<file path="config.mk">
export PLATFORM = sky130hd
export DESIGN_NAME = fsm_test_ctrl_flat
export DESIGN_NICKNAME = d
export VERILOG_FILES = /design/src/rtl/fsm_test_ctrl_pkg.sv /design/src/rtl/fsm_test_ctrl_if.sv /design/src/rtl/fsm_test_ctrl_debounce.sv /design/src/rtl/fsm_test_ctrl.sv /design/src/flat_wrapper.sv
export SDC_FILE = /design/constraint.sdc
export NUM_CORES = 1
export LEC_CHECK = 0
export ABC_AREA = 1
export ABC_CLOCK_PERIOD_IN_PS = 3400
export BUFFER_PORTS_ARGS = -buffer_cell sky130_fd_sc_hd__buf_4
export CORE_ASPECT_RATIO = 1.4
export CORE_MARGIN = 4
export CORE_UTILIZATION = 35
export CTS_CLUSTER_DIAMETER = 40
export DETAILED_ROUTE_END_ITERATION = 16
export PLACE_DENSITY_LB_ADDON = 0.2
export SLEW_MARGIN = 20
export SYNTH_ARGS = -nofsm -noshare
export SYNTH_HDL_FRONTEND = slang
export SYNTH_SLANG_ARGS = --single-unit
export TNS_END_PERCENT = 1
</file>
<file path="constraint.sdc">
create_clock -name clock -period 3.4 [get_ports clock]
set_input_delay 0.68 -clock clock [delete_from_list [all_inputs] [get_ports clock]]
set_output_delay 0.68 -clock clock [all_outputs]
set_load 0.05 [all_outputs]
</file>
<file path="src/rtl/fsm_test_ctrl_pkg.sv">
// Shared types and constants for the fsm_test_ctrl scenario controller.
// Optional input debounce filter is selected with FSM_TEST_DEBOUNCE_EN.
package fsm_test_pkg;

  localparam int CNT_W   = 32;
  localparam int STATE_W = 3;

  localparam int unsigned DEF_DEBOUNCE_CYCLES = 10;
  localparam int unsigned DEF_DELAY_CYCLES    = 400_000;
  localparam int unsigned DEF_PULSE_CYCLES    = 4;
  localparam int unsigned DEF_HOLDOFF_CYCLES  = 1_280_000;
  localparam int unsigned DEF_MAX_TRIGGERS    = 0;

  typedef enum logic [STATE_W-1:0] {
    ST_IDLE    = 3'd0,
    ST_ARMED   = 3'd1,
    ST_DELAY   = 3'd2,
    ST_TRIGGER = 3'd3,
    ST_HOLDOFF = 3'd4,
    ST_DONE    = 3'd5
  } state_t;

  // Down-counter reload: a phase of N cycles counts N-1..0; zero-length
  // phases still occupy one cycle.
  function automatic logic [CNT_W-1:0] load_val(input int unsigned cycles);
    return (cycles == 0) ? '0 : CNT_W'(cycles - 1);
  endfunction

endpackage

</file>
<file path="src/rtl/fsm_test_ctrl_if.sv">
// Front-end/detector signal bundle for fsm_test_ctrl; master drives the
// timing inputs, slave is the controller.
interface fsm_test_ctrl_if;
  import fsm_test_pkg::*;

  logic               start_signal;
  logic               fg_signal;
  logic               output_trigger;
  logic [STATE_W-1:0] scenario_state;
  logic [CNT_W-1:0]   counter_;

  modport master (
    output start_signal,
    output fg_signal,
    input  output_trigger,
    input  scenario_state,
    input  counter_
  );

  modport slave (
    input  start_signal,
    input  fg_signal,
    output output_trigger,
    output scenario_state,
    output counter_
  );

endinterface

</file>
<file path="src/rtl/fsm_test_ctrl_debounce.sv">
// 2-flop synchronizer followed by a stable-count filter when
// FSM_TEST_DEBOUNCE_EN is defined; otherwise the synchronizer output is used.
module fsm_debounce
  import fsm_test_pkg::*;
#(
  parameter int unsigned DEBOUNCE_CYCLES = DEF_DEBOUNCE_CYCLES
) (
  input  logic clock,
  input  logic reset,
  input  logic sig_i,
  output logic sig_o
);

  logic sync1_q;
  logic sync2_q;

  always_ff @(posedge clock) begin
    if (!reset) begin
      sync1_q <= 1'b0;
      sync2_q <= 1'b0;
    end else begin
      sync1_q <= sig_i;
      sync2_q <= sync1_q;
    end
  end

`ifdef FSM_TEST_DEBOUNCE_EN
  localparam int unsigned FILT_N = (DEBOUNCE_CYCLES < 1) ? 1 : DEBOUNCE_CYCLES;
  localparam int          FILT_W = $clog2(FILT_N + 1);

  logic [FILT_W-1:0] cnt_q, cnt_d;
  logic              filt_q, filt_d;

  // Any cycle agreeing with the filtered value restarts the stability count.
  always_comb begin
    filt_d = filt_q;
    cnt_d  = '0;
    if (sync2_q != filt_q) begin
      if (cnt_q == FILT_W'(FILT_N - 1)) begin
        filt_d = sync2_q;
      end else begin
        cnt_d = cnt_q + 1'b1;
      end
    end
  end

  always_ff @(posedge clock) begin
    if (!reset) begin
      cnt_q  <= '0;
      filt_q <= 1'b0;
    end else begin
      cnt_q  <= cnt_d;
      filt_q <= filt_d;
    end
  end

  assign sig_o = filt_q;
`else
  assign sig_o = sync2_q;
`endif

endmodule

</file>
<file path="src/rtl/fsm_test_ctrl.sv">
// Scenario controller: arms on start, fires one delayed trigger pulse per
// qualified fast-gate rise, then holds off. Input filtering via FSM_TEST_DEBOUNCE_EN.
module fsm_test_ctrl
  import fsm_test_pkg::*;
#(
  parameter int unsigned DEBOUNCE_CYCLES = DEF_DEBOUNCE_CYCLES,
  parameter int unsigned DELAY_CYCLES    = DEF_DELAY_CYCLES,
  parameter int unsigned PULSE_CYCLES    = DEF_PULSE_CYCLES,
  parameter int unsigned HOLDOFF_CYCLES  = DEF_HOLDOFF_CYCLES,
  parameter int unsigned MAX_TRIGGERS    = DEF_MAX_TRIGGERS
) (
  input logic           clock,
  input logic           reset,
  fsm_test_ctrl_if.slave bus
);

  function automatic logic [CNT_W-1:0] sat_inc(input logic [CNT_W-1:0] v);
    return (&v) ? v : v + 1'b1;
  endfunction

  logic start_f;
  logic fg_f;
  logic fg_prev_q;
  logic fg_rise;

  state_t           state_q, state_d;
  logic [CNT_W-1:0] tmr_q, tmr_d;
  logic [CNT_W-1:0] cnt_q, cnt_d;
  logic             trig_q;

  fsm_debounce #(.DEBOUNCE_CYCLES(DEBOUNCE_CYCLES)) u_start_deb (
    .clock (clock),
    .reset (reset),
    .sig_i (bus.start_signal),
    .sig_o (start_f)
  );

  fsm_debounce #(.DEBOUNCE_CYCLES(DEBOUNCE_CYCLES)) u_fg_deb (
    .clock (clock),
    .reset (reset),
    .sig_i (bus.fg_signal),
    .sig_o (fg_f)
  );

  assign fg_rise = fg_f & ~fg_prev_q;

  // Single down-counter is shared by DELAY, TRIGGER and HOLDOFF phases.
  always_comb begin
    state_d = state_q;
    tmr_d   = tmr_q;
    cnt_d   = cnt_q;
    case (state_q)
      ST_IDLE: begin
        if (start_f) begin
          state_d = ST_ARMED;
          cnt_d   = '0;
        end
      end
      ST_ARMED: begin
        if (!start_f) begin
          state_d = ST_IDLE;
        end else if (fg_rise) begin
          state_d = ST_DELAY;
          tmr_d   = load_val(DELAY_CYCLES);
        end
      end
      ST_DELAY: begin
        if (!start_f) begin
          state_d = ST_IDLE;
        end else if (tmr_q == '0) begin
          state_d = ST_TRIGGER;
          tmr_d   = load_val(PULSE_CYCLES);
          cnt_d   = sat_inc(cnt_q);
        end else begin
          tmr_d = tmr_q - 1'b1;
        end
      end
      ST_TRIGGER: begin
        if (tmr_q == '0) begin
          state_d = ST_HOLDOFF;
          tmr_d   = load_val(HOLDOFF_CYCLES);
        end else begin
          tmr_d = tmr_q - 1'b1;
        end
      end
      ST_HOLDOFF: begin
        if (tmr_q == '0) begin
          if ((MAX_TRIGGERS != 0) && (cnt_q == CNT_W'(MAX_TRIGGERS))) begin
            state_d = ST_DONE;
          end else if (start_f) begin
            state_d = ST_ARMED;
          end else begin
            state_d = ST_IDLE;
          end
        end else begin
          tmr_d = tmr_q - 1'b1;
        end
      end
      ST_DONE: begin
        if (!start_f) begin
          state_d = ST_IDLE;
        end
      end
      default: begin
        state_d = ST_IDLE;
      end
    endcase
  end

  // Trigger is registered from the next state so it aligns with TRIGGER.
  always_ff @(posedge clock) begin
    if (!reset) begin
      state_q   <= ST_IDLE;
      tmr_q     <= '0;
      cnt_q     <= '0;
      trig_q    <= 1'b0;
      fg_prev_q <= 1'b0;
    end else begin
      state_q   <= state_d;
      tmr_q     <= tmr_d;
      cnt_q     <= cnt_d;
      trig_q    <= (state_d == ST_TRIGGER);
      fg_prev_q <= fg_f;
    end
  end

  assign bus.output_trigger = trig_q;
  assign bus.scenario_state = state_q;
  assign bus.counter_       = cnt_q;

endmodule

</file>
<file path="src/flat_wrapper.sv">
// flat-port wrapper written by rule: the top's interface ports become plain ports
module fsm_test_ctrl_flat import fsm_test_pkg::*;
#(
  parameter int unsigned DEBOUNCE_CYCLES = DEF_DEBOUNCE_CYCLES,
  parameter int unsigned DELAY_CYCLES    = DEF_DELAY_CYCLES,
  parameter int unsigned PULSE_CYCLES    = DEF_PULSE_CYCLES,
  parameter int unsigned HOLDOFF_CYCLES  = DEF_HOLDOFF_CYCLES,
  parameter int unsigned MAX_TRIGGERS    = DEF_MAX_TRIGGERS
)
  (clock, reset, bus_start_signal, bus_fg_signal, bus_output_trigger, bus_scenario_state, bus_counter_);
  fsm_test_ctrl_if bus_i ();
  input logic clock;
  input logic reset;
  input wire logic [$bits(bus_i.start_signal)-1:0] bus_start_signal;
  input wire logic [$bits(bus_i.fg_signal)-1:0] bus_fg_signal;
  output wire logic [$bits(bus_i.output_trigger)-1:0] bus_output_trigger;
  output wire logic [$bits(bus_i.scenario_state)-1:0] bus_scenario_state;
  output wire logic [$bits(bus_i.counter_)-1:0] bus_counter_;
  assign bus_i.start_signal = bus_start_signal;
  assign bus_i.fg_signal = bus_fg_signal;
  assign bus_output_trigger = bus_i.output_trigger;
  assign bus_scenario_state = bus_i.scenario_state;
  assign bus_counter_ = bus_i.counter_;
  fsm_test_ctrl #(.DEBOUNCE_CYCLES(DEBOUNCE_CYCLES), .DELAY_CYCLES(DELAY_CYCLES), .PULSE_CYCLES(PULSE_CYCLES), .HOLDOFF_CYCLES(HOLDOFF_CYCLES), .MAX_TRIGGERS(MAX_TRIGGERS)) u_core (.clock(clock), .reset(reset), .bus(bus_i));
endmodule
</file>
# Word-level counts from Yosys, hierarchy flattened
# Cells that the tools add are included.
[word_totals] input_bits=4 reg_bits=73 out_inout_bits=36 word_cells=55
[op_classes] mux=22 bitwise_logic=2 add_sub_neg=2 n_eq_ne=13 n_reduce_logical=7
[ops] operator="32-bit 2-to-1 mux" n=10
[ops] operator="32-bit case mux with 4 select lines" n=1
[ops] operator="32-bit case mux with 2 select lines" n=1
[ops] operator="32-bit by 1-bit adder with 32-bit output (second input constant)" n=1
[ops] operator="32-bit logical NOT" n=1
[ops] operator="32-bit AND reduction" n=1
[ops] operator="32-bit by 1-bit subtractor with 32-bit output (second input constant)" n=1
[ops] operator="3-bit 2-to-1 mux" n=8
[ops] operator="3-bit case mux with 6 select lines" n=1
[ops] operator="2-bit != test (second input constant)" n=5
[ops] operator="5-bit AND reduction" n=2
[ops] operator="3-bit by 2-bit equality test with 1-bit output (second input constant)" n=3
[ops] operator="3-bit equality test (second input constant)" n=2
[ops] operator="2-bit by 1-bit != test with 1-bit output (second input constant)" n=2
[ops] operator="4-bit nonzero test" n=1
[ops] operator="3-bit by 1-bit equality test with 1-bit output (second input constant)" n=1
[ops] operator="3-bit logical NOT" n=1
[ops] operator="2-bit nonzero test" n=1
[ops] operator="1-bit bitwise AND" n=1
[ops] operator="1-bit 2-to-1 mux" n=1
[ops] operator="1-bit inverter" n=1

# Logic depth before layout (Yosys ltp)
[depth] word_depth=6 ltp_mapped=14 ltp_nobuf=13

# Hierarchy
# A second synthesis with hierarchy kept.
[hier_totals] cells_unflattened=794 area_unflattened_um2=4697.0
[by_module_without_submodules] mod="fsm_test_ctrl" area_per_inst_um2=4586.9 cells_per_inst=782 seq_area_each_um2=1381.3 instances=1
[by_module_without_submodules] mod="fsm_debounce" area_per_inst_um2=55.1 cells_per_inst=6 seq_area_each_um2=40.0 instances=2

# Least setup slack after synthesis
# OpenSTA, ideal clock, no wires.
[synth_path] path_kind="register to register" start="register u_core.cnt_q[0] (netlist: u_core.bus.counter_[0])" end="register u_core.cnt_q[19] (netlist: u_core.bus.counter_[19])" setup_ns=0.135 path_stages_with_launch=13 slack_ns=1.106 t_required_ns=3.265 n_path_buf=2 t_arrival_ns=2.159 period_less_slack_ns=2.294 path_cell_list="dfxtp_1 > ha_1 > nand3_2 > nor2_2 > nand2_1 > nor2_1 > nand2_1 > nand2_1 > nor2_4 > buf_6 > buf_8 > nand2_1 > a21oi_2"
[synth_via] elab_chain_cells=5 word_cells_on_any_way=8 classes_between="1 x add/sub; 1 x eq/ne; 4 x mux; 2 x reduce/logical"
[synth_rtl] element="start, declared" line_no="fsm_test_ctrl.sv:28" text="logic [CNT_W-1:0] cnt_q, cnt_d;"
[synth_rtl] element="start signal, assigned" line_no="fsm_test_ctrl.sv:121" text="cnt_q <= cnt_d;"
[synth_rtl] element="32-bit by 1-bit adder with 32-bit output" line_no="fsm_test_ctrl.sv:18" text="return (&v) ? v : v + 1'b1;"
[synth_rtl] element="32-bit 2-to-1 mux" line_no="fsm_test_ctrl.sv:18"
[synth_rtl] element="32-bit 2-to-1 mux" line_no="fsm_test_ctrl.sv:70" text="end else if (tmr_q == '0) begin"
[synth_rtl] element="32-bit 2-to-1 mux" line_no="fsm_test_ctrl.sv:68" text="if (!start_f) begin"
[synth_rtl] element="32-bit case mux with 2 select lines" line_no="fsm_test_ctrl.sv:52" text="case (state_q)"
# Several ways; a longest one is shown, not always the timed one. The select of a mux whose other input is x is not followed.
# A chain may end at the register's enable or synchronous reset.

# Worst setup path in the final report
[layout_path] start="register u_core.state_q[2] (netlist: u_core.bus.scenario_state[2])" end="register u_core.cnt_q[7] (netlist: u_core.bus.counter_[7])"
[layout_via] elab_chain_cells=3 word_cells_on_any_way=9 classes_between="5 x eq/ne; 1 x mux; 3 x reduce/logical"
[layout_rtl] element="start, declared" line_no="fsm_test_ctrl.sv:26" text="state_t state_q, state_d;"
[layout_rtl] element="start signal, assigned" line_no="fsm_test_ctrl.sv:119" text="state_q <= state_d;"
[layout_rtl] element="3-bit by 2-bit equality test with 1-bit output / 3-bit logical NOT (equally long branches)" line_no="fsm_test_ctrl.sv:52"
[layout_rtl] element="2-bit by 1-bit != test with 1-bit output (no source line), or another cell as far along"
[layout_rtl] element="5-bit AND reduction (no source line)"
# Several ways; a longest one is shown, not always the timed one.

==> results_dict.tcl <==
set metrics [dict create \
    viasPerCell 4.770 \
    final.min_clock_period_ns 2.429 \
    tightest_slew_ns 0.9314 \
    ant_nets 0 \
    crit_path_top_delay_cell "nor2_4" \
    synthDominantCellAreaShare_pct 30.47 \
    utilization_pct 41.12 \
    antenna_found_initial 0 \
    cts_sinks 73 \
    r2r.worst_path.cells 10 \
    dieWidth_um 106.9 \
    synth_cell_types 32 \
    drcViolationCount 0 \
    status "finished clean" \
    critPathTopFamily "simple AND/OR/NAND/NOR gates" \
    num_antenna_cells 0 \
    synth_ff_type "dfxtp_1" \
    die_area_um2 15670 \
    maxSlewViolCount 0 \
    cp-start-kind "flip-flop" \
    grt_pass1_wl_um 23100 \
    yosysSeqAreaShare_pct 30.47 \
    syn_inst 804 \
    max-cap-violations 0 \
    cts_max_level 3 \
    p_per_area_nw_per_um2 402.7 \
    leakage_nw 2.346 \
    fin_nets 843 \
    synth_top_area_cell "dfxtp_1" \
    coreArea_um2 13390 \
    root_buffer "clkbuf_16" \
    holdWs_ns 0.4126 \
    hold_viol_final 0 \
    path_buf_inv 1 \
    min_path_cells 2 \
    critPathKind "flip-flop to flip-flop" \
    finalWeightedCongestion 0.8824 \
    port_buffers 39 \
    slew_headroom_pct 37.76 \
    fin_skew_ns 0.01019 \
    num_vias 4880 \
    cp_slowest_stage_delay_ns 0.73 \
    grt_max_degree 39 \
    cp-end-kind "flip-flop" \
    yosys-top-cells-count "nand2_1 (249), nor2_1 (155), inv_1 (75)" \
    path_depth 10 \
    max_freq_mhz 411.7 \
    multi_input_area_um2 2887 \
    area_growth_syn_to_layout_pct 14.79 \
    rsz0062_at_grt "false" \
    route.final.wire_length_um 13820 \
    netlist_area_um2 4796 \
    crit_fanout 38 \
    postCtsSetupBuffers 0 \
    finalCritPeriodShare_pct 71.45 \
    worst_ep_required_time_ns 3.64 \
    first_pass_iters 5 \
    worstHoldPathType "flip-flop to flip-flop" \
    overflow 0 \
    ir_drop_v 0.0002042 \
    ys_seq_elements 73 \
    synth_edf_count 0 \
    pin_count 40 \
    clk_latency_ns 0.35 \
    crit_path_frequent_cell "nand2_1" \
    drive_above_1_share_pct 13.20 \
    clock_path_buffers 2 \
    grt_usage_pct 18.40 \
    path_clk_slew_ns 0.07 \
    register_area_um2 1461 \
    ctsResizeCount 0 \
    drt_iter0_drc 219 \
    synthTopCellsByArea "dfxtp_1 (30%), nand2_1 (19%), nor2_1 (12%), nand3_1 (6.5%), inv_1 (5.9%)" \
    ys.warnings.count 0 \
    post_drt_wl_per_cell_um 13.50 \
    grt_pass1_vias 4795 \
    dp.final_hpwl_um 10280 \
    syn_nets 811 \
    avgSynthCellArea_um2 5.965 \
    cts_buffers 9 \
    rows 50 \
    synthArstFlopShare_pct 0 \
    path_cells "nor2_2, nand2_1, buf_4, nor2_1, nand2_1, nand2_1, nor2_4, nand3_1, nand2_1, nor2_1" \
    initial_core_util_pct 35.82 \
    finalSetupViolations 0 \
    die-height_um 146.5 \
    finalSetupTns_ns 0 \
    cts_tree "yes" \
    cts_hold_buf 0 \
    fillCellCount 1568 \
    yosysMostFrequentCell "nand2_1" \
    critPathArrivalTime_ns 2.67 \
]
[state kept, by name, summed over array words and instances, names as in the netlist]
register                    count
u_core.u_fg_deb.sync1_q         1
u_core.tmr_q                   32
u_core.u_fg_deb.sig_o           1
u_core.bus.output_trigger       1
u_core.bus.counter_            32
u_core.u_start_deb.sig_o        1
u_core.u_start_deb.sync1_q      1
u_core.bus.scenario_state       3
u_core.fg_prev_q                1
[worst paths after layout]
check	start	endpoint	slack (ns)
setup / recovery	u_core.bus.scenario_state[2]$_SDFF_PN0_	u_core.bus.counter_[7]$_SDFFE_PN0P_	0.97
hold / removal	u_core.u_start_deb.sync1_q$_SDFF_PN0_	u_core.u_start_deb.sig_o$_SDFF_PN0_	0.41
setup reg to reg	u_core.bus.scenario_state[2]$_SDFF_PN0_	u_core.bus.counter_[7]$_SDFFE_PN0P_	0.97
hold reg to reg	u_core.u_start_deb.sync1_q$_SDFF_PN0_	u_core.u_start_deb.sig_o$_SDFF_PN0_	0.41
[routing by layer]
| metal | wire [um] | GRT usage (%) | vias to the layer above | share of wire, % |
|---|---|---|---|---|
| met5 | 0 | 0 | - | 0 |
| met4 | 696 | 10.24 | 0 | 5.0 |
| met3 | 448 | 3.627 | 46 | 3.2 |
| met2 | 7060 | 33.29 | 91 | 51 |
| met1 | 5609 | 19.64 | 2162 | 41 |
| li1 | - | - | 2581 | - |
[metrics by stage]
stage | power [mW] | setup slack, ns | area (um^2) | cells
detailed placement | 1.221 | 0.9398 | 5195 | 1007
global route | 2.320 | 0.6105 | 5505 | 1023
floorplan | 1.153 | 1.106 | 4796 | 804
global placement | 1.221 | 0.9733 | 5195 | 1007
CTS | 2.245 | 0.9240 | 5505 | 1023
finish | 2.217 | 0.9708 | 5505 | 1023
[cells in the final DEF (no fill, tap or decap), types with 9 or more instances in the layout]
cell | netlist | routed
nand2_1 | 249 | 249
nand3_1 | 62 | 62
dfxtp_1 | 73 | 73
o21ai_0 | 17 | 17
a21oi_1 | 46 | 46
clkbuf_16 | 0 | 9
inv_1 | 75 | 75
nand2_2 | 14 | 14
a21oi_2 | 10 | 10
buf_4 | 5 | 41
xor2_1 | 11 | 11
nor2_2 | 14 | 14
nor2_1 | 155 | 155
[kinds of logic (layout without fill, tap and decap cells)]
| family | count (synthesis) | count (layout) | share of synthesized area, % |
|---|---|---|---|
| simple gates | 517 | 517 | 45.26 |
| xor+xnor | 19 | 19 | 3.470 |
| flops | 73 | 73 | 30.47 |
| fa+ha+maj | 3 | 3 | 0.7828 |
| compound gates | 89 | 89 | 10.67 |
| buf+inv | 103 | 140 | 9.340 |
[cell type report]
type	instances	area share [%]
clock inverters	7	1.545
flip-flops and latches	73	26.55
inverters	83	5.659
repair buffers	41	5.591
well taps	182	4.136
multi-input cells	628	52.43
clock buffers	9	4.091
[power breakdown]
part	internal, mW	leakage, nW	switching (mW)
registers	0.869	0.590	0.0148
clock network	0.583	0.153	0.435
logic	0.0974	1.60	0.218
total	1.55	2.35	0.667
[worst min-delay path: stages (launching register included)]
cell	delay [ns]
dfxtp_1	0.31
nand2_1	0.04
inv_1	0.04
No activity file was read; power rests on OpenSTA's default activity.
